## src/rtl/sd_card_dat_responder.sv

```systemverilog
// rtl/sd_card_dat_responder.sv - card-side SD DAT0 responder, 1-bit bus mode
//
// Behavioural card for the SD host data path. A read serialises one block
// from the word memory. The serial frame is NAC idle-high cycles, a start bit,
// the data bits MSB first, CRC16, and an end bit. A write deserialises one
// block into the word memory, checks its CRC16 and end bit, and returns the
// CRC status token. A good write then holds DAT0 busy.
//
// Ports:
//   iClock, iReset        clock (rising edge), synchronous active-high reset
//   iStartRead            transmit one block (sampled in IDLE, wins over write)
//   iStartWrite           arm reception of one block (sampled in IDLE)
//   iAbort                abandon the current transfer, back to IDLE
//   iDat                  DAT0 as driven by the host
//   oDat, oDatOe          DAT0 value and enable driven by the card
//   oMemAddr              word index within the block
//   iMemRdata             word at oMemAddr (combinational memory read)
//   oMemWdata, oMemWe     received word and its one-cycle write strobe
//   oBusy                 high while not in IDLE
//   oDone                 one-cycle pulse at the normal end of a transfer
//   oCrcError             sticky CRC/end-bit error of the last write
module sd_card_dat_responder #(
   parameter int DATA_WORDS  = 16,
   parameter int BUSY_CYCLES = 8,
   parameter int NAC_CYCLES  = 2
) (
   input  logic        iClock,
   input  logic        iReset,
   input  logic        iStartRead,
   input  logic        iStartWrite,
   input  logic        iAbort,
   input  logic        iDat,
   output logic        oDat,
   output logic        oDatOe,
   output logic [7:0]  oMemAddr,
   input  logic [31:0] iMemRdata,
   output logic [31:0] oMemWdata,
   output logic        oMemWe,
   output logic        oBusy,
   output logic        oDone,
   output logic        oCrcError
);

   typedef enum logic [3:0] {
      IDLE, RD_NAC, RD_START, RD_DATA, RD_CRC, RD_END,
      WR_WAIT, WR_DATA, WR_CRC, WR_END, WR_GAP, WR_TOKEN, WR_BUSY, WR_RELEASE
   } tState;

   localparam logic [12:0] LAST_BIT  = 13'(32 * DATA_WORDS - 1);
   localparam logic [7:0]  LAST_WORD = 8'(DATA_WORDS - 1);
   localparam logic [15:0] NAC_LAST  = 16'(NAC_CYCLES - 1);
   localparam logic [15:0] BUSY_LAST = 16'(BUSY_CYCLES - 1);

   tState       state;
   logic [12:0] bitCnt;    // data bit currently on the line / being sampled
   logic [15:0] cnt;       // NAC, CRC, token and busy cycle counter
   logic [31:0] shiftReg;
   logic [15:0] crc;       // accumulator, then reused as the CRC shifter on reads
   logic [3:0]  tok;       // remaining token bits after the leading 0
   logic        crcBad;
   logic        tokErr;

   // One step of the serial CRC16 (x^16 + x^12 + x^5 + 1).
   function automatic logic [15:0] crcStep(input logic [15:0] c, input logic b);
      logic fb;
      fb = b ^ c[15];
      return {c[14:0], 1'b0} ^ (fb ? 16'h1021 : 16'h0000);
   endfunction

   always_ff @(posedge iClock) begin
      if (iReset) begin
         state     <= IDLE;
         oDat      <= 1'b1;
         oDatOe    <= 1'b0;
         oMemAddr  <= 8'd0;
         oMemWdata <= 32'd0;
         oMemWe    <= 1'b0;
         oBusy     <= 1'b0;
         oDone     <= 1'b0;
         oCrcError <= 1'b0;
         bitCnt    <= 13'd0;
         cnt       <= 16'd0;
         shiftReg  <= 32'd0;
         crc       <= 16'd0;
         tok       <= 4'd0;
         crcBad    <= 1'b0;
         tokErr    <= 1'b0;
      end else begin
         oMemWe <= 1'b0;
         oDone  <= 1'b0;
         // Write address advances the cycle after its strobe; the last word keeps its index.
         if (oMemWe && oMemAddr != LAST_WORD)
            oMemAddr <= oMemAddr + 8'd1;

         if (iAbort && state != IDLE) begin
            state    <= IDLE;
            oDatOe   <= 1'b0;
            oDat     <= 1'b1;
            oBusy    <= 1'b0;
            oMemAddr <= 8'd0;
         end else begin
            case (state)
               IDLE: begin
                  if (iStartRead) begin
                     state     <= RD_NAC;
                     oDatOe    <= 1'b1;
                     oDat      <= 1'b1;
                     oBusy     <= 1'b1;
                     cnt       <= 16'd0;
                     oCrcError <= 1'b0;
                  end else if (iStartWrite) begin
                     state     <= WR_WAIT;
                     oBusy     <= 1'b1;
                     oCrcError <= 1'b0;
                  end
               end
               RD_NAC: begin
                  if (cnt == NAC_LAST) begin
                     state <= RD_START;
                     oDat  <= 1'b0;
                  end else begin
                     cnt <= cnt + 16'd1;
                  end
               end
               RD_START: begin
                  state    <= RD_DATA;
                  oDat     <= iMemRdata[31];
                  shiftReg <= {iMemRdata[30:0], 1'b0};
                  crc      <= crcStep(16'h0000, iMemRdata[31]);
                  bitCnt   <= 13'd0;
               end
               RD_DATA: begin
                  bitCnt <= bitCnt + 13'd1;
                  if (bitCnt == LAST_BIT) begin
                     state <= RD_CRC;
                     oDat  <= crc[15];
                     crc   <= {crc[14:0], 1'b0};
                     cnt   <= 16'd0;
                  end else if (bitCnt[4:0] == 5'd31) begin
                     // The address moved on while bit 0 was driven, so the next word is ready.
                     oDat     <= iMemRdata[31];
                     shiftReg <= {iMemRdata[30:0], 1'b0};
                     crc      <= crcStep(crc, iMemRdata[31]);
                  end else begin
                     oDat     <= shiftReg[31];
                     shiftReg <= {shiftReg[30:0], 1'b0};
                     crc      <= crcStep(crc, shiftReg[31]);
                     if (bitCnt[4:0] == 5'd30 && oMemAddr != LAST_WORD)
                        oMemAddr <= oMemAddr + 8'd1;
                  end
               end
               RD_CRC: begin
                  if (cnt == 16'd15) begin
                     state <= RD_END;
                     oDat  <= 1'b1;
                  end else begin
                     oDat <= crc[15];
                     crc  <= {crc[14:0], 1'b0};
                     cnt  <= cnt + 16'd1;
                  end
               end
               RD_END: begin
                  state    <= IDLE;
                  oDatOe   <= 1'b0;
                  oDat     <= 1'b1;
                  oDone    <= 1'b1;
                  oBusy    <= 1'b0;
                  oMemAddr <= 8'd0;
               end
               WR_WAIT: begin
                  if (!iDat) begin
                     state  <= WR_DATA;
                     bitCnt <= 13'd0;
                     crc    <= 16'd0;
                     crcBad <= 1'b0;
                  end
               end
               WR_DATA: begin
                  shiftReg <= {shiftReg[30:0], iDat};
                  crc      <= crcStep(crc, iDat);
                  bitCnt   <= bitCnt + 13'd1;
                  if (bitCnt[4:0] == 5'd31) begin
                     oMemWe    <= 1'b1;
                     oMemWdata <= {shiftReg[30:0], iDat};
                  end
                  if (bitCnt == LAST_BIT) begin
                     state <= WR_CRC;
                     cnt   <= 16'd0;
                  end
               end
               WR_CRC: begin
                  crcBad <= crcBad | (iDat ^ crc[15]);
                  crc    <= {crc[14:0], 1'b0};
                  if (cnt == 16'd15)
                     state <= WR_END;
                  else
                     cnt <= cnt + 16'd1;
               end
               WR_END: begin
                  tokErr    <= crcBad | ~iDat;
                  oCrcError <= crcBad | ~iDat;
                  state     <= WR_GAP;
               end
               WR_GAP: begin
                  state  <= WR_TOKEN;
                  oDatOe <= 1'b1;
                  oDat   <= 1'b0;
                  tok    <= tokErr ? 4'b1011 : 4'b0101;
                  cnt    <= 16'd0;
               end
               WR_TOKEN: begin
                  if (cnt == 16'd4) begin
                     if (tokErr) begin
                        state    <= IDLE;
                        oDatOe   <= 1'b0;
                        oDat     <= 1'b1;
                        oDone    <= 1'b1;
                        oBusy    <= 1'b0;
                        oMemAddr <= 8'd0;
                     end else begin
                        state <= WR_BUSY;
                        oDat  <= 1'b0;
                        cnt   <= 16'd0;
                     end
                  end else begin
                     oDat <= tok[3];
                     tok  <= {tok[2:0], 1'b0};
                     cnt  <= cnt + 16'd1;
                  end
               end
               WR_BUSY: begin
                  if (cnt == BUSY_LAST) begin
                     state <= WR_RELEASE;
                     oDat  <= 1'b1;
                  end else begin
                     cnt <= cnt + 16'd1;
                  end
               end
               WR_RELEASE: begin
                  state    <= IDLE;
                  oDatOe   <= 1'b0;
                  oDat     <= 1'b1;
                  oDone    <= 1'b1;
                  oBusy    <= 1'b0;
                  oMemAddr <= 8'd0;
               end
               default: begin
                  state    <= IDLE;
                  oDatOe   <= 1'b0;
                  oDat     <= 1'b1;
                  oBusy    <= 1'b0;
                  oMemAddr <= 8'd0;
               end
            endcase
         end
      end
   end

endmodule

```

## config.mk

```make
export PLATFORM = sky130hd
export DESIGN_NAME = sd_card_dat_responder
export DESIGN_NICKNAME = d
export VERILOG_FILES = /design/src/rtl/sd_card_dat_responder.sv
export SDC_FILE = /design/constraint.sdc
export NUM_CORES = 1
export LEC_CHECK = 0
export BUFFER_PORTS_ARGS = -buffer_cell sky130_fd_sc_hd__buf_4
export CORE_ASPECT_RATIO = 0.6
export CORE_UTILIZATION = 55
export CTS_BUF_LIST = sky130_fd_sc_hd__clkbuf_16
export DETAILED_ROUTE_END_ITERATION = 8
export PLACE_DENSITY = 0.73
export SLEW_MARGIN = 10
export SYNTH_ARGS = -nofsm -noshare
export SYNTH_HDL_FRONTEND = slang
export SYNTH_SLANG_ARGS = --single-unit
```

## constraint.sdc

```tcl
create_clock -name iClock -period 2.8 [get_ports iClock]
set_input_delay 0.56 -clock iClock [delete_from_list [all_inputs] [get_ports iClock]]
set_output_delay 0.56 -clock iClock [all_outputs]
set_load 0.03 [all_outputs]
```

* After elaboration in Yosys (flattened, before gate mapping)
Index checks and enable logic that the tools add are counted.
** Storage, ports and cells
- Flip-flop bits (word level) :: 133
- Logic and storage cells :: 174
** Operators by class
- Reduce and logical (&&, ||, !) cells :: 34
- Add/subtract/negate cells :: 3
- Eq/ne operators :: 40
- Bitwise gates (word level) :: 14
- Multiplexer cells :: 67
** Operators with widths (count)
- $mux 16 :: 11
- $pmux 16 s7 :: 1
- $pmux 16 s6 :: 1
- $pmux 32 s3 :: 1
- $mux 13 :: 5
- $mux 32 :: 2
- $mux 4 :: 13
- $mux 8 :: 6
- $pmux 4 s12 :: 1
- $xor 16x13->16 :: 3
- $pmux 13 s3 :: 1
- $eq 16x3->1 const B :: 2
- $ne 2x2->1 const B :: 16
- $eq 4x4->1 const B :: 6
- $pmux 8 s3 :: 1
- $reduce_or 10->1 :: 2
- $reduce_and 3->1 :: 6
- $mux 1 :: 17
- $add 16x1->16 const B :: 1
- $eq 16x1->1 const B :: 1
- $eq 16x4->1 const B :: 1
- $eq 4x3->1 const B :: 4
- $reduce_and 4->1 :: 4
- $add 13x1->13 const B :: 1
- other kinds (30) :: 51

* Depth between registers and ports, before layout
- Depth in word-level cells :: 7
- Gate-level depth with buffers :: 9
- Gate-level depth less buffers :: 8

* Worst setup path after synthesis
No wires, ideal clock.
- Kind :: register -> register
- Start point :: register bitCnt[0]
- End point :: register shiftReg[10]
- Library setup time :: 0.086 ns
- Cell stages (with the launch flop) :: 10
- Data arrival time :: 2.358 ns
- Buffers on the path :: 2
- Setup slack :: 0.356 ns
- Cell sequence :: dfxtp_1 -> ha_1 -> nand4_1 -> or4_4 -> buf_6 -> nor3_1 -> nor4_1 -> clkbuf_1 -> nor2_1 -> a211oi_1
** On the way
- Longest elaborated chain between the ends :: 4
** Ends and longest elaborated chain
- start: declaration :: RTL line 55 : logic [12:0] bitCnt;
- start signal: assignment :: RTL line 133 : bitCnt <= bitCnt + 13'd1;
- start signal: assignment :: RTL line 181 : bitCnt <= bitCnt + 13'd1;
- $eq 5x5->1 :: RTL line 139 : end else if (bitCnt[4:0] == 5'd31) begin
- $mux 32 :: RTL line 139
- $mux 32 :: RTL line 134 : if (bitCnt == LAST_BIT) begin
- $pmux 32 s3 :: RTL line 102 : case (state)
- end signal: assignment :: RTL line 128 : shiftReg <= {iMemRdata[30:0], 1'b0};
- end signal: assignment :: RTL line 142 : shiftReg <= {iMemRdata[30:0], 1'b0};
- end signal: assignment :: RTL line 146 : shiftReg <= {shiftReg[30:0], 1'b0};
- end: declaration :: RTL line 57 : logic [31:0] shiftReg;
Parallel ways exist; a longest one is shown, timed or not. The select of a mux whose other input is x is not followed.
A chain may end at the register's enable or synchronous reset.

* Final worst setup path
- Start point :: register bitCnt[0]
- End point :: register cnt[11]
** On the way
- Longest elaborated chain between the ends :: 3
** Ends and longest elaborated chain
- $eq 13x9->1 :: RTL line 134, 186
- $ne 2x1->1 (no source line)
- $reduce_and 8->1 (no source line)
- end signal: assignment :: RTL line 122 : cnt <= cnt + 16'd1;
- end signal: assignment :: RTL line 159 : cnt <= cnt + 16'd1;
- end signal: assignment :: RTL line 197 : cnt <= cnt + 16'd1;
- end: declaration :: RTL line 56 : logic [15:0] cnt;
Every way passes these cells.

==> reports/results.ini <==
[clock_tree]
cts-root-buf=clkbuf_16
clk_pin_slew_ns=0.06
h-tree-depth=4
hold_buffers=0
cts_tree=done
cts_sinks=133
cts-buffers-inserted=17
cts.path.max_buffers=2
clock_latency_ns=0.42

[routing]
dr.pass1.iters=5
wire_per_inst_um=17.2
drt_iter0_markers=607
via_per_inst=6.04
routed_wl_mm=18.4
vias=6452
drc=0
antenna_left=0

[power]
power_frac_seq_pct=34.8
clkPwrFrac_pct=35.7
p_int_mw=4.22
max-vdd-ir-drop_v=0.000472
pwr-share-comb_pct=29.5
switching_share_pct=34.3
p_switching_mw=2.20
p_leak_nw=3.15
p_per_area_nw_per_um2=798

[die]
fp.dieH_um=86.4
start_util_pct=57.2
io_pins=84
core_area_um2=11400
dieArea_um2=12300
fp.dieW_um=143
rows=30

[synth]
yosys-top-cells-area=dfxtp_1, a21oi_1, nand2_1
synth_cells=812
ys.flop_type=dfxtp_1
synth_most_common_cell=dfxtp_1
ys_seq_area_share_pct=40.8
avgSynthCellArea_um2=8.04
syn-cell-area_um2=6530
ys_ff_latch=133
synthDistinctLibCells=65
syn_nets=856
synth_commonest_cells=dfxtp_1, nand2_1, nor2_1, a21oi_1, clkbuf_1
async_flop_share_pct=0
synth_top_area_cell=dfxtp_1
synth.top_cell.area_share_pct=40.8
yosysWarnings=0
synth_edf_count=0

[global_route]
grt_first_pass_wirelength_mm=29.7
gr-total-overflow=0
grt_pass1_vias=5863
use_met3_pct=6.46
grt_use_total_pct=30.7
antenna_found_initial=0
busiest_layer=met2
use_met1_pct=44.6
use_met2_pct=45.9
grt_max_degree=65

[cells_and_area]
syn2layout_area_growth_pct=23.4
drive_gt1_share_pct=19.5
diodes=0
fin_nets=940

[sta]
period_share_pct=95.5
hold_viol_final=0
fin_setup_tns_ns=0
relSlewSlack_pct=47.5
rsz0062_at_grt=no
max_freq_mhz=374
setup_viol=0
slew_viol_final=0
worst_pin_slew_ns=0.780
finalCriticalPeriod_ns=2.67
hold_ws_ns=0.452
finClkSkew_ns=0.00838

[critical_path]
worst_ep_required_time_ns=3.06
cp_max_fo=14
crit_path_end_kind=flop
start_kind=flop
crit_arrival_ns=2.94
path_class=reg -> reg

[worst_hold_path]
hp-class=reg -> reg

[run]
maxCapViolCount=0

[outcome]
outcome=finished clean

[placement]
dp.final_hpwl_mm=12.9
place_congestion=0.901
port_buffers=83

[sequential cells by signal, summed over array words and instances (netlist names), 4 cells and up]
signal     flops
oMemWdata     32
shiftReg      32
cnt           16
crc           16
bitCnt        13
oMemAddr       8
state          4
tok            4
[metal layers]
layer,vias to the layer above,part of all wire [%]
li1,3113,-
met1,3077,48
met2,241,43
met3,21,7.8
met4,0,0.81
met5,-,0
[what timing repair did]
action / in CTS / in global routing
setup endpoints to repair: 0 / 1
endpoints found under the hold margin: 0 / 0
gates resized for setup: 0 / 1
buffers inserted: 0 / 0
[cells by family (layout without fill, tap and decap cells)]
family          count (synthesis)  in the layout  synth area share, %
compound gates                202            202                 20.3
xor+xnor                       14             14                 1.88
fa+ha+maj                       6              6                 1.15
buf+inv                        76            172                 4.64
flops                         133            133                 40.8
mux                            38             38                 5.82
simple gates                  343            343                 25.4
[area by class of cell]
cell class / count / area, um2
fillers: 926 / 3350
inverters: 15 / 56.3
flip-flops and latches: 133 / 2660
well taps: 160 / 200
multi-input cells: 603 / 3580
clock buffers: 17 / 425
repair buffers: 126 / 958
clock inverters: 14 / 179
[critical path, stage by stage (launching register included)]
cell and delay (ns):
dfxtp_1 0.41, ha_1 0.25, nand4_1 0.19, or4_4 0.63, and3_1 0.41, o311ai_0 0.46, o41ai_1 0.16
[final timing paths]
kind                                end                       start  depth (start not counted)  slack (ns)
min reg2reg  oMemWdata[17]$_SDFFE_PP0P_  oMemWdata[17]$_SDFFE_PP0P_                          2        0.45
max reg2reg        cnt[11]$_SDFFE_PP0P_      bitCnt[0]$_SDFFE_PP0P_                          6        0.13
min          oMemWdata[17]$_SDFFE_PP0P_  oMemWdata[17]$_SDFFE_PP0P_                          2        0.45
max                cnt[11]$_SDFFE_PP0P_      bitCnt[0]$_SDFFE_PP0P_                          6        0.13
[power groups by stage]
stage                     Sequential, mW  Clock (mW)  Combinational [mW]
after floorplan                     2.22           0                1.25
after global placement              2.26           0                1.81
after detailed placement            2.27           0                1.84
after CTS                           2.23        2.31                1.85
after global routing                2.26        2.40                2.05
final                               2.24        2.29                1.90
[layout by cell type (no fill, tap or decap), types with 5 or more instances in the layout]
master	count
a211oi_1	38
nand3_1	33
clkbuf_16	17
and3_1	10
a21oi_1	82
o21ai_0	15
ha_1	6
o31ai_1	9
nand2b_1	10
nand2_1	109
inv_1	13
xor2_1	6
nor4_1	13
nor2_1	84
a31oi_1	8
nand4_1	13
buf_4	125
dfxtp_1	133
mux2i_1	38
or4_1	5
nor3_1	24
o211ai_1	5
a311oi_1	8
xnor2_1	8
clkinv_4	5
nor2b_1	10
[per-stage QoR]
stage               power [mW]  area [um2]  util, %  std cells  setup slack (ns)
detailed placement        4.10        7450     65.3       1037             0.220
CTS                       6.39        8060     70.6       1068             0.171
global route              6.71        8060     70.6       1068           0.00368
global placement          4.08        7450     65.3       1037             0.242
floorplan                 3.47        6530        -        812             0.356
finish                    6.43        8060     70.6       1068             0.126
Note: power is estimated with default switching activity, not from simulation.
